<file path="src/rtl/seg_pkg.sv">
// rtl/seg_pkg.sv - shared constants and FSM state type for the seven-segment serialiser
package seg_pkg;

    localparam int SEG_BITS   = 64;
    localparam int SEG_DIGITS = 8;
    localparam int SEG_CNT_W  = $clog2(SEG_BITS);

    typedef enum logic [1:0] {
        ST_IDLE  = 2'd0,
        ST_SHIFT = 2'd1,
        ST_LATCH = 2'd2
    } seg_state_e;

endpackage

</file>
<file path="src/rtl/clk_tick_gen.sv">
// rtl/clk_tick_gen.sv - divider producing a half-period tick every CLK_DIV enabled cycles
module clk_tick_gen
    import seg_pkg::*;
#(
    parameter int CLK_DIV = 2
) (
    input  logic clk,
    input  logic rst_n,
    input  logic clr,
    input  logic en,
    output logic half_tick
);

    localparam int DIV_W = (CLK_DIV > 1) ? $clog2(CLK_DIV) : 1;
    localparam logic [DIV_W-1:0] CNT_LAST = DIV_W'(CLK_DIV - 1);

    logic [DIV_W-1:0] cnt;

    assign half_tick = en && (cnt == CNT_LAST);

    always_ff @(posedge clk or negedge rst_n) begin
        if (!rst_n) begin
            cnt <= '0;
        end else if (clr || half_tick) begin
            cnt <= '0;
        end else if (en) begin
            cnt <= cnt + 1'b1;
        end
    end

endmodule

</file>
<file path="src/rtl/seg_p2s.sv">
// rtl/seg_p2s.sv - MSB-first serialiser driving the 8-digit seven-segment shift-register chain
module seg_p2s
    import seg_pkg::*;
#(
    parameter int CLK_DIV  = 2,
    parameter int SEG_BITS = seg_pkg::SEG_BITS
) (
    input  logic                clk,
    input  logic                rst_n,
    input  logic                start,
    input  logic [SEG_BITS-1:0] seg_txt,
    output logic                busy,
    output logic                done,
    output logic                seg_clk,
    output logic                seg_dat,
    output logic                seg_pen
);

    localparam int CNT_W = $clog2(SEG_BITS);
    localparam logic [CNT_W-1:0] LAST_BIT = CNT_W'(SEG_BITS - 1);

    seg_state_e          state;
    logic [SEG_BITS-1:0] shreg;
    logic [CNT_W-1:0]    bit_cnt;
    logic                load;
    logic                half_tick;

    assign load = (state == ST_IDLE) && start;

    clk_tick_gen #(
        .CLK_DIV(CLK_DIV)
    ) u_tick (
        .clk      (clk),
        .rst_n    (rst_n),
        .clr      (load),
        .en       (state == ST_SHIFT),
        .half_tick(half_tick)
    );

    // Data is the register MSB itself, so it only moves on the falling seg_clk step.
    assign seg_dat = shreg[SEG_BITS-1];

    always_ff @(posedge clk or negedge rst_n) begin
        if (!rst_n) begin
            state   <= ST_IDLE;
            shreg   <= '0;
            bit_cnt <= '0;
            seg_clk <= 1'b0;
            busy    <= 1'b0;
            done    <= 1'b0;
            seg_pen <= 1'b0;
        end else begin
            case (state)
                ST_IDLE: begin
                    done <= 1'b0;
                    if (start) begin
                        shreg   <= seg_txt;
                        bit_cnt <= '0;
                        seg_clk <= 1'b0;
                        busy    <= 1'b1;
                        seg_pen <= 1'b0;
                        state   <= ST_SHIFT;
                    end
                end
                ST_SHIFT: begin
                    if (half_tick) begin
                        if (!seg_clk) begin
                            seg_clk <= 1'b1;
                        end else begin
                            seg_clk <= 1'b0;
                            shreg   <= {shreg[SEG_BITS-2:0], 1'b0};
                            bit_cnt <= bit_cnt + 1'b1;
                            if (bit_cnt == LAST_BIT) begin
                                state   <= ST_LATCH;
                                busy    <= 1'b0;
                                done    <= 1'b1;
                                seg_pen <= 1'b1;
                            end
                        end
                    end
                end
                ST_LATCH: begin
                    done  <= 1'b0;
                    state <= ST_IDLE;
                end
                default: begin
                    state <= ST_IDLE;
                end
            endcase
        end
    end

endmodule

</file>
<file path="config.mk">
export PLATFORM = sky130hd
export DESIGN_NAME = seg_p2s
export DESIGN_NICKNAME = d
export VERILOG_FILES = /design/src/rtl/seg_pkg.sv /design/src/rtl/clk_tick_gen.sv /design/src/rtl/seg_p2s.sv
export SDC_FILE = /design/constraint.sdc
export NUM_CORES = 1
export LEC_CHECK = 0
export ABC_CLOCK_PERIOD_IN_PS = 4300
export BUFFER_PORTS_ARGS = -buffer_cell sky130_fd_sc_hd__buf_2
export CAP_MARGIN = 40
export CORE_MARGIN = 4
export CORE_UTILIZATION = 55
export DETAILED_ROUTE_END_ITERATION = 10
export PLACE_DENSITY_LB_ADDON = 0.25
export SLEW_MARGIN = 10
export SYNTH_ARGS = -nofsm -noshare
export SYNTH_HDL_FRONTEND = slang
export SYNTH_HIERARCHICAL = 1
export SYNTH_SLANG_ARGS = --single-unit
</file>
<file path="constraint.sdc">
create_clock -name clk -period 4.3 [get_ports clk]
set_clock_uncertainty 0.1 [all_clocks]
set_input_delay 0.86 -clock clk [delete_from_list [all_inputs] [get_ports clk]]
set_output_delay 0.86 -clock clk [all_outputs]
set_load 0.005 [all_outputs]
</file>
==> results of run 1 <==
per-stage QoR:
step	total power, mW	hold slack (ns)
finish	3.05	0.286
global route	3.28	0.300
CTS	3.07	0.290
detailed placement	2.50	0.375
global placement	2.43	0.361
floorplan	2.24	0.366
where the power goes:
part,switching (mW),internal [mW]
Combinational,0.805,0.537
Sequential,0.148,0.985
Clock,0.257,0.313
Total,1.21,1.84
synth_stat cells (2+ instances only):
cell type                   n
sky130_fd_sc_hd__nand3_1   68
sky130_fd_sc_hd__o21ai_1   22
sky130_fd_sc_hd__or4_1      3
sky130_fd_sc_hd__buf_6      5
sky130_fd_sc_hd__inv_1      3
sky130_fd_sc_hd__o21ai_2   18
sky130_fd_sc_hd__clkbuf_1   4
sky130_fd_sc_hd__mux2i_1   63
sky130_fd_sc_hd__o211ai_1   2
sky130_fd_sc_hd__nor2_1     2
sky130_fd_sc_hd__o31ai_1    3
sky130_fd_sc_hd__buf_2     12
sky130_fd_sc_hd__buf_1      9
sky130_fd_sc_hd__o21ai_0   25
sky130_fd_sc_hd__dfrtp_1   77
sky130_fd_sc_hd__nand2_1    5
sky130_fd_sc_hd__a22o_1     2
sky130_fd_sc_hd__a21oi_1    3
area by class of cell:
cell class	count	area, um2	area share
clock inverters	4	45.0	0.0105
well taps	77	96.3	0.0224
clock buffers	12	165	0.0385
inverters	4	15.0	0.00350
repair buffers	77	443	0.103
flip-flops and latches	77	1930	0.449
multi-input cells	230	1600	0.373
per-layer routing:
metal	up-vias	global-route usage	part of all wire
li1	1360	-	-
met1	1381	0.256	0.45
met2	74	0.320	0.48
met3	7	0.0401	0.052
met4	0	0.0612	0.0081
met5	-	0	0
final timing paths:
check | endpoint | depth (start not counted) | from | slack [ns]
setup / recovery | shreg[46]$_DFFE_PN0P_ | 6 | state[0]$_DFFE_PN0P_ | 1.74
hold / removal | shreg[38]$_DFFE_PN0P_ | 1 | rst_n | 0.29
setup reg to reg | shreg[46]$_DFFE_PN0P_ | 6 | state[0]$_DFFE_PN0P_ | 1.74
hold reg to reg | done$_DFFE_PN0P_ | 1 | done$_DFFE_PN0P_ | 0.39
max in group asynchronous | shreg[23]$_DFFE_PN0P_ | 2 | rst_n | 3.23
min in group clk | done$_DFFE_PN0P_ | 1 | done$_DFFE_PN0P_ | 0.39
cell families after synthesis:
| logic type | after synthesis | synth area share |
|---|---|---|
| simple gates | 86 | 0.121 |
| compound gates | 78 | 0.131 |
| flops | 77 | 0.519 |
| mux | 63 | 0.170 |
| buf+inv | 35 | 0.0506 |
| xor+xnor | 2 | 0.00472 |
| fa+ha+maj | 1 | 0.00337 |
worst register-to-register path: cells and delay by family (launching register included):
family                 cells  cell delay (ns)
buffers and inverters      1             0.43
flip-flops                 1             0.42
AO/OA/AOI/OAI              1             0.25
AND/OR/NAND/NOR            4             1.20
state kept, by name, indices dropped and copies added, names as in the netlist:
signal,count
u_tick/cnt,1
shreg,64
busy,1
state,2
seg_pen,1
bit_cnt,6
done,1
seg_clk,1
==> flow_summary_export.csv, run 1 <==
group,metric,value,unit
placed_design,placement.cell_area,0.00409,mm2
global_route,grt_antenna_before_repair,0,
critical_path,type_of_destination_of_the_critical_path,"register",
detailed_routing,number_of_nets_with_antenna_violations_after_routing,0,
clocking,cts_sinks,77,
min_path,min-delay-path-class,"input pin to asynchronous set/reset pin",
clocking,hold_buffers,0,
floorplanning,ioPinCount,72,
critical_path,required,4.38,ns
critical_path,cpMaxStageDelayCell,"sky130_fd_sc_hd__and2_4",
synth,yosys.area.top_type,"sky130_fd_sc_hd__dfrtp_1",
detailed_routing,drt-initial-drc-count,101,
synth,ys.flop_type,"sky130_fd_sc_hd__dfrtp_1",
detailed_routing,route.vias.total,2822,
critical_path,worst_path_max_stage_delay,0.74,ns
power,p_leak,2.36,nW
cells_and_area,mostFrequentLayoutCell,"sky130_fd_sc_hd__dfrtp_1",
placed_design,dpl_worst_slack,1.54,ns
synth,post_synth.cell_area_avg,10.9,um2
power,worst_ir_drop_on_vdd,0.000401,V
clocking,clock_tree_from_tritoncts,"done",
sta,timing.slew.headroom,0.495,
placed_design,detailed_place_hpwl,4.87,mm
global_route,grt_pass1_wl,13.1,mm
cells_and_area,fillCellCount,531,
synth,synth.yosys.seq_area_share,0.519,
sta,final_period_minus_worst_setup_slack,2.56,ns
power,p_per_area,709,mW/mm2
global_route,grt_pass1_vias,2861,
synth,synthesis.nets,410,
cells_and_area,final_layout_size_suffix_gt1_frac,0.287,
clocking,clockBufferDepth,2,
clocking,postCtsSetupBuffers,0,
sta,period_share,0.595,
synth,count_of_state_elements_after_synthesis,77,
synth,synth_warnings,6,
global_route,maximum_number_of_pins_on_one_net_before_global_route_repair,67,
floorplanning,die_height,90.1,um
sta,total_count_of_max_transition_violations_in_the_final_report,0,
cells_and_area,final_area,0.00430,mm2
critical_path,criticalPathCategory,"register to register",
synth,syn_area,0.00371,mm2
sta,setup_tns,0,ns
clocking,clock_latency,0.34,ns
sta,final_count_of_hold_timing_violations,0,
placed_design,placedCellCount,465,
sta,rsz0062_at_grt,"false",
job,cap_violations,0,
critical_path,critical_path_buf_inv_count,1,
global_route,groute.usage.overall,0.193,
sta,maxClockFrequency,0.391,GHz
critical_path,critical_path.startpoint_type,"register",
cells_and_area,most-common-layout-cells,"sky130_fd_sc_hd__dfrtp_1, sky130_fd_sc_hd__buf_2, sky130_fd_sc_hd__nand3_1",
clocking,cts_root_buffer,"sky130_fd_sc_hd__clkbuf_8",
clocking,worst_setup_hold_path_clk_slew,0.08,ns
placed_design,port_buffers,71,
synth,asyncSetResetFlopFracSynth,1.00,
critical_path,critical_path.top_delay_family,"simple AND/OR/NAND/NOR gates",
floorplanning,total_die_area,0.00813,mm2
sta,timing.final.setup_violations,0,
synth,synth_top_area_share,0.519,
floorplanning,placeable_core_area,0.00646,mm2
detailed_routing,remaining_drc_errors,0,
sta,worst-slew-pin-transition,0.758,ns
detailed_routing,vias_per_cell,5.87,
synth,syn-instance-count,342,
critical_path,critical_path.max_fanout,66,
cells_and_area,post-route-util,0.665,
synth,synthTopCellsByArea,"sky130_fd_sc_hd__dfrtp_1, sky130_fd_sc_hd__mux2i_1, sky130_fd_sc_hd__nand3_1",
detailed_routing,wire_length_reported_by_the_detailed_router,7.68,mm
detailed_routing,router_iterations_before_antenna_repair,4,
floorplanning,die_w,90.1,um
cells_and_area,finish.cell_count_without_fillers,481,
outcome,outcome,"finished clean",
cells_and_area,syn2layout_area_growth,15.7,%
clocking,cts_buffers,9,
clocking,cts_max_level,3,
placed_design,gp_congestion,0.732,
critical_path,critPathArrivalTime,2.63,ns
cells_and_area,fin_nets,467,
sta,final.setup.worst_slack,1.74,ns
global_route,global_route.overflow_total,0,
floorplanning,initial_utilization,0.575,
cells_and_area,num_antenna_cells,0,
synth,synth_enable_flop_cells,0,
floorplanning,rows,29,
detailed_routing,routed_wire_length_per_instance,16.0,um
critical_path,crit_path_cell_trace,"nor2b_4 -> and2_2 -> nand4b_1 -> buf_4 -> and2_4 -> o21ai_0",
clocking,cts_repair_resize_count,0,
synth,netlist-cell-type-count,34,
Power figures use the tool's default switching activity.
==> run 2: changes to the inputs <==
- ABC_AREA: not set -> 1
- ABC_CLOCK_PERIOD_IN_PS: 4300 -> 2500
- clock period: 4.3 -> 2.5 ns (I/O delays scaled with it)
==> run 2 against run 1 <==
Compared with the run above:
- core utilization is 0.60 points lower
- synthesized cell count increased by 25%
- sequential share of layout area is 0.66 points higher
- synthesized area decreased by 1.3%
- critical path depth rose by 4
- die area down 1.2%
- via count up 4.5%
- global-route usage grew 0.19 points
- combinational power fell by 94%
- largest cell class unchanged
==> flow_summary_export.csv, run 2 <==
group,metric,value,unit
detailed_routing,route.vias.total,2950,
power,p_leak,2.38,nW
power,worst_ir_drop_on_vdd,0.000296,V
global_route,groute.usage.overall,0.195,
sta,timing.final.setup_violations,0,
detailed_routing,drt-initial-drc-count,171,
power,internal-power,1.74,mW
floorplanning,total_die_area,0.00803,mm2
cells_and_area,largest_register,"shreg",
cells_and_area,total_area_of_multi_input_combinational_cells,0.00129,mm2
placed_design,detailed_place_hpwl,4.93,mm
synth,syn-instance-count,427,
job,cap_violations,0,
clocking,cts_sinks,77,
global_route,globalRouteMet1Util,0.261,
sta,hold_slack,0.0131,ns
cells_and_area,mostFrequentLayoutCell,"sky130_fd_sc_hd__nand2_1",
global_route,global_route.overflow_total,0,
critical_path,criticalPathCategory,"register to register",
power,power.share.sequential,0.559,
placed_design,placement.cell_area,0.00404,mm2
synth,synthTopCellsByArea,"sky130_fd_sc_hd__dfrtp_1, sky130_fd_sc_hd__o211ai_1, sky130_fd_sc_hd__nand2_1",
critical_path,critical_path.startpoint_type,"register",
synth,netlist_top_cells_count,"sky130_fd_sc_hd__nand2_1, sky130_fd_sc_hd__dfrtp_1, sky130_fd_sc_hd__inv_1",
synth,post_synth.cell_area_avg,8.58,um2
floorplanning,die_w,89.6,um
critical_path,critPathArrivalTime,2.17,ns
sta,period_share,0.800,
clocking,clockBufferDepth,2,
cells_and_area,fin_nets,556,
detailed_routing,number_of_nets_with_antenna_violations_after_routing,0,
critical_path,worst_r2r_path_depth,10,
power,power.combinational.fraction,0.036,
global_route,grt_most_used_layer,"met2",
sta,worst-slew-pin-transition,0.533,ns
floorplanning,rows,29,
placed_design,dpl_worst_slack,0.537,ns
synth,yosys.cell_count.top_type,"sky130_fd_sc_hd__nand2_1",
min_path,min-delay-path-class,"input pin to asynchronous set/reset pin",
cells_and_area,final_area,0.00423,mm2
cells_and_area,layout.area.seq,0.00193,mm2
detailed_routing,vias_per_cell,5.18,
clocking,clock_tree_from_tritoncts,"done",
detailed_routing,router_iterations_before_antenna_repair,4,
critical_path,setup.reg_to_reg.worst_slack,0.50,ns
synth,asyncSetResetFlopFracSynth,1.00,
sta,final_period_minus_worst_setup_slack,2.00,ns
floorplanning,ioPinCount,72,
detailed_routing,wire_length_reported_by_the_detailed_router,7.19,mm
global_route,maximum_number_of_pins_on_one_net_before_global_route_repair,61,
sta,setup_tns,0,ns
detailed_routing,remaining_drc_errors,0,
power,switching_share,0.218,
synth,ys.flop_type,"sky130_fd_sc_hd__dfrtp_1",
clocking,hold_buffers,0,
floorplanning,die_height,89.6,um
critical_path,regToRegStartpoint,"state[1]$_DFFE_PN0P_",
global_route,grt_pass1_wl,12.2,mm
sta,timing.slew.headroom,0.645,
global_route,met3_usage_in_global_routing,0.0356,
clocking,clock_latency,0.34,ns
placed_design,gp_congestion,0.843,
synth,synthesis.nets,495,
critical_path,critical_path.max_fanout,25,
synth,syn_area,0.00366,mm2
floorplanning,placeable_core_area,0.00642,mm2
sta,total_count_of_max_transition_violations_in_the_final_report,0,
placed_design,port_buffers,71,
synth,synth_top_area_share,0.526,
synth,synth.yosys.seq_area_share,0.526,
sta,final_count_of_hold_timing_violations,0,
cells_and_area,num_antenna_cells,0,
power,p_switching,0.485,mW
cells_and_area,most-common-layout-cells,"sky130_fd_sc_hd__nand2_1, sky130_fd_sc_hd__dfrtp_1, sky130_fd_sc_hd__inv_1",
critical_path,type_of_destination_of_the_critical_path,"register",
clocking,worst_setup_hold_path_clk_slew,0.08,ns
floorplanning,initial_utilization,0.570,
cells_and_area,finish.cell_count_without_fillers,570,
cells_and_area,fillCellCount,556,
cells_and_area,syn2layout_area_growth,15.5,%
synth,netlist-cell-type-count,19,
clocking,cts_max_level,3,
synth,synth_enable_flop_cells,0,
sta,rsz0062_at_grt,"false",
detailed_routing,routed_wire_length_per_instance,12.6,um
global_route,grt_pass1_vias,2797,
cells_and_area,largest_register_ff_count,64,
power,clock_power_share,0.405,
clocking,cts_buffers,9,
sta,maxClockFrequency,0.500,GHz
outcome,outcome,"finished clean",
cells_and_area,final_layout_size_suffix_gt1_frac,0.203,
clocking,cts_repair_resize_count,0,
synth,count_of_state_elements_after_synthesis,77,
power,p_per_area,525,mW/mm2
synth,yosys.area.top_type,"sky130_fd_sc_hd__dfrtp_1",
synth,synth_warnings,6,
global_route,met2_usage,0.316,
sta,final.setup.worst_slack,0.499,ns
global_route,grt_antenna_before_repair,0,
critical_path,required,2.67,ns
placed_design,placedCellCount,554,
cells_and_area,biggestRegsByFlops,"shreg: 64 flops, bit_cnt: 6 flops, state: 2 flops",
cells_and_area,post-route-util,0.659,
clocking,cts_root_buffer,"sky130_fd_sc_hd__clkbuf_8",
power,design_power_total,2.22,mW
clocking,postCtsSetupBuffers,0,
critical_path,critical_path.reg2reg.endpoint,"shreg[8]$_DFFE_PN0P_",
==> run 2: cell type report <==
type | instances | share of cell area
Sequential cell | 77 | 0.455
Multi-Input combinational cell | 247 | 0.305
Timing Repair Buffer | 78 | 0.106
Inverter | 75 | 0.0665
Clock buffer | 9 | 0.0293
Tap cell | 77 | 0.0228
Clock inverter | 7 | 0.0157
==> run 2: kinds of logic (layout without fill, tap and decap cells) <==
logic type,count (synthesis),count (layout),synth area share
and+or+nand+nor,111,111,0.121
buffers and inverters,103,169,0.123
adders and majority gates,1,1,0.00341
AOI/OAI and AO/OA,135,135,0.227
DFF,77,77,0.526
==> run 2: power by group through the flow <==
| stage | logic, mW | registers (mW) | clock network, mW |
|---|---|---|---|
| floorplan | 0.00000504 | 1.27 | 0 |
| global placement | 0.0827 | 1.27 | 0 |
| detailed placement | 0.0818 | 1.27 | 0 |
| CTS | 0.0827 | 1.24 | 0.931 |
| global route | 0.0913 | 1.24 | 0.986 |
| finish | 0.0798 | 1.24 | 0.900 |
==> run 2: per-layer routing <==
metal	part of all wire	wire, um
met5	0	0
met4	0.013	90
met3	0.044	320
met2	0.46	3340
met1	0.48	3440
==> run 2: critical path, stage by stage (launching register included) <==
cell	delay, ns
sky130_fd_sc_hd__dfrtp_1	0.42
sky130_fd_sc_hd__nor2_4	0.17
sky130_fd_sc_hd__nand2_1	0.08
sky130_fd_sc_hd__inv_1	0.10
sky130_fd_sc_hd__nand2_1	0.08
sky130_fd_sc_hd__inv_1	0.07
sky130_fd_sc_hd__nand2_2	0.10
sky130_fd_sc_hd__nand2_4	0.25
sky130_fd_sc_hd__buf_4	0.32
sky130_fd_sc_hd__o211ai_1	0.14
sky130_fd_sc_hd__o21ai_1	0.10
==> run 2: worst max-delay path by stage <==
stage	startpoint	depth (start not counted)	to	slack [ns]
after floorplan	state[1]$_DFFE_PN0P_	12	shreg[10]$_DFFE_PN0P_	0.53
after global placement	state[1]$_DFFE_PN0P_	10	shreg[10]$_DFFE_PN0P_	0.66
after detailed placement	state[1]$_DFFE_PN0P_	10	shreg[8]$_DFFE_PN0P_	0.54
after CTS	state[1]$_DFFE_PN0P_	10	shreg[8]$_DFFE_PN0P_	0.52
after global routing	state[1]$_DFFE_PN0P_	10	shreg[6]$_DFFE_PN0P_	0.25
final	state[1]$_DFFE_PN0P_	10	shreg[8]$_DFFE_PN0P_	0.50
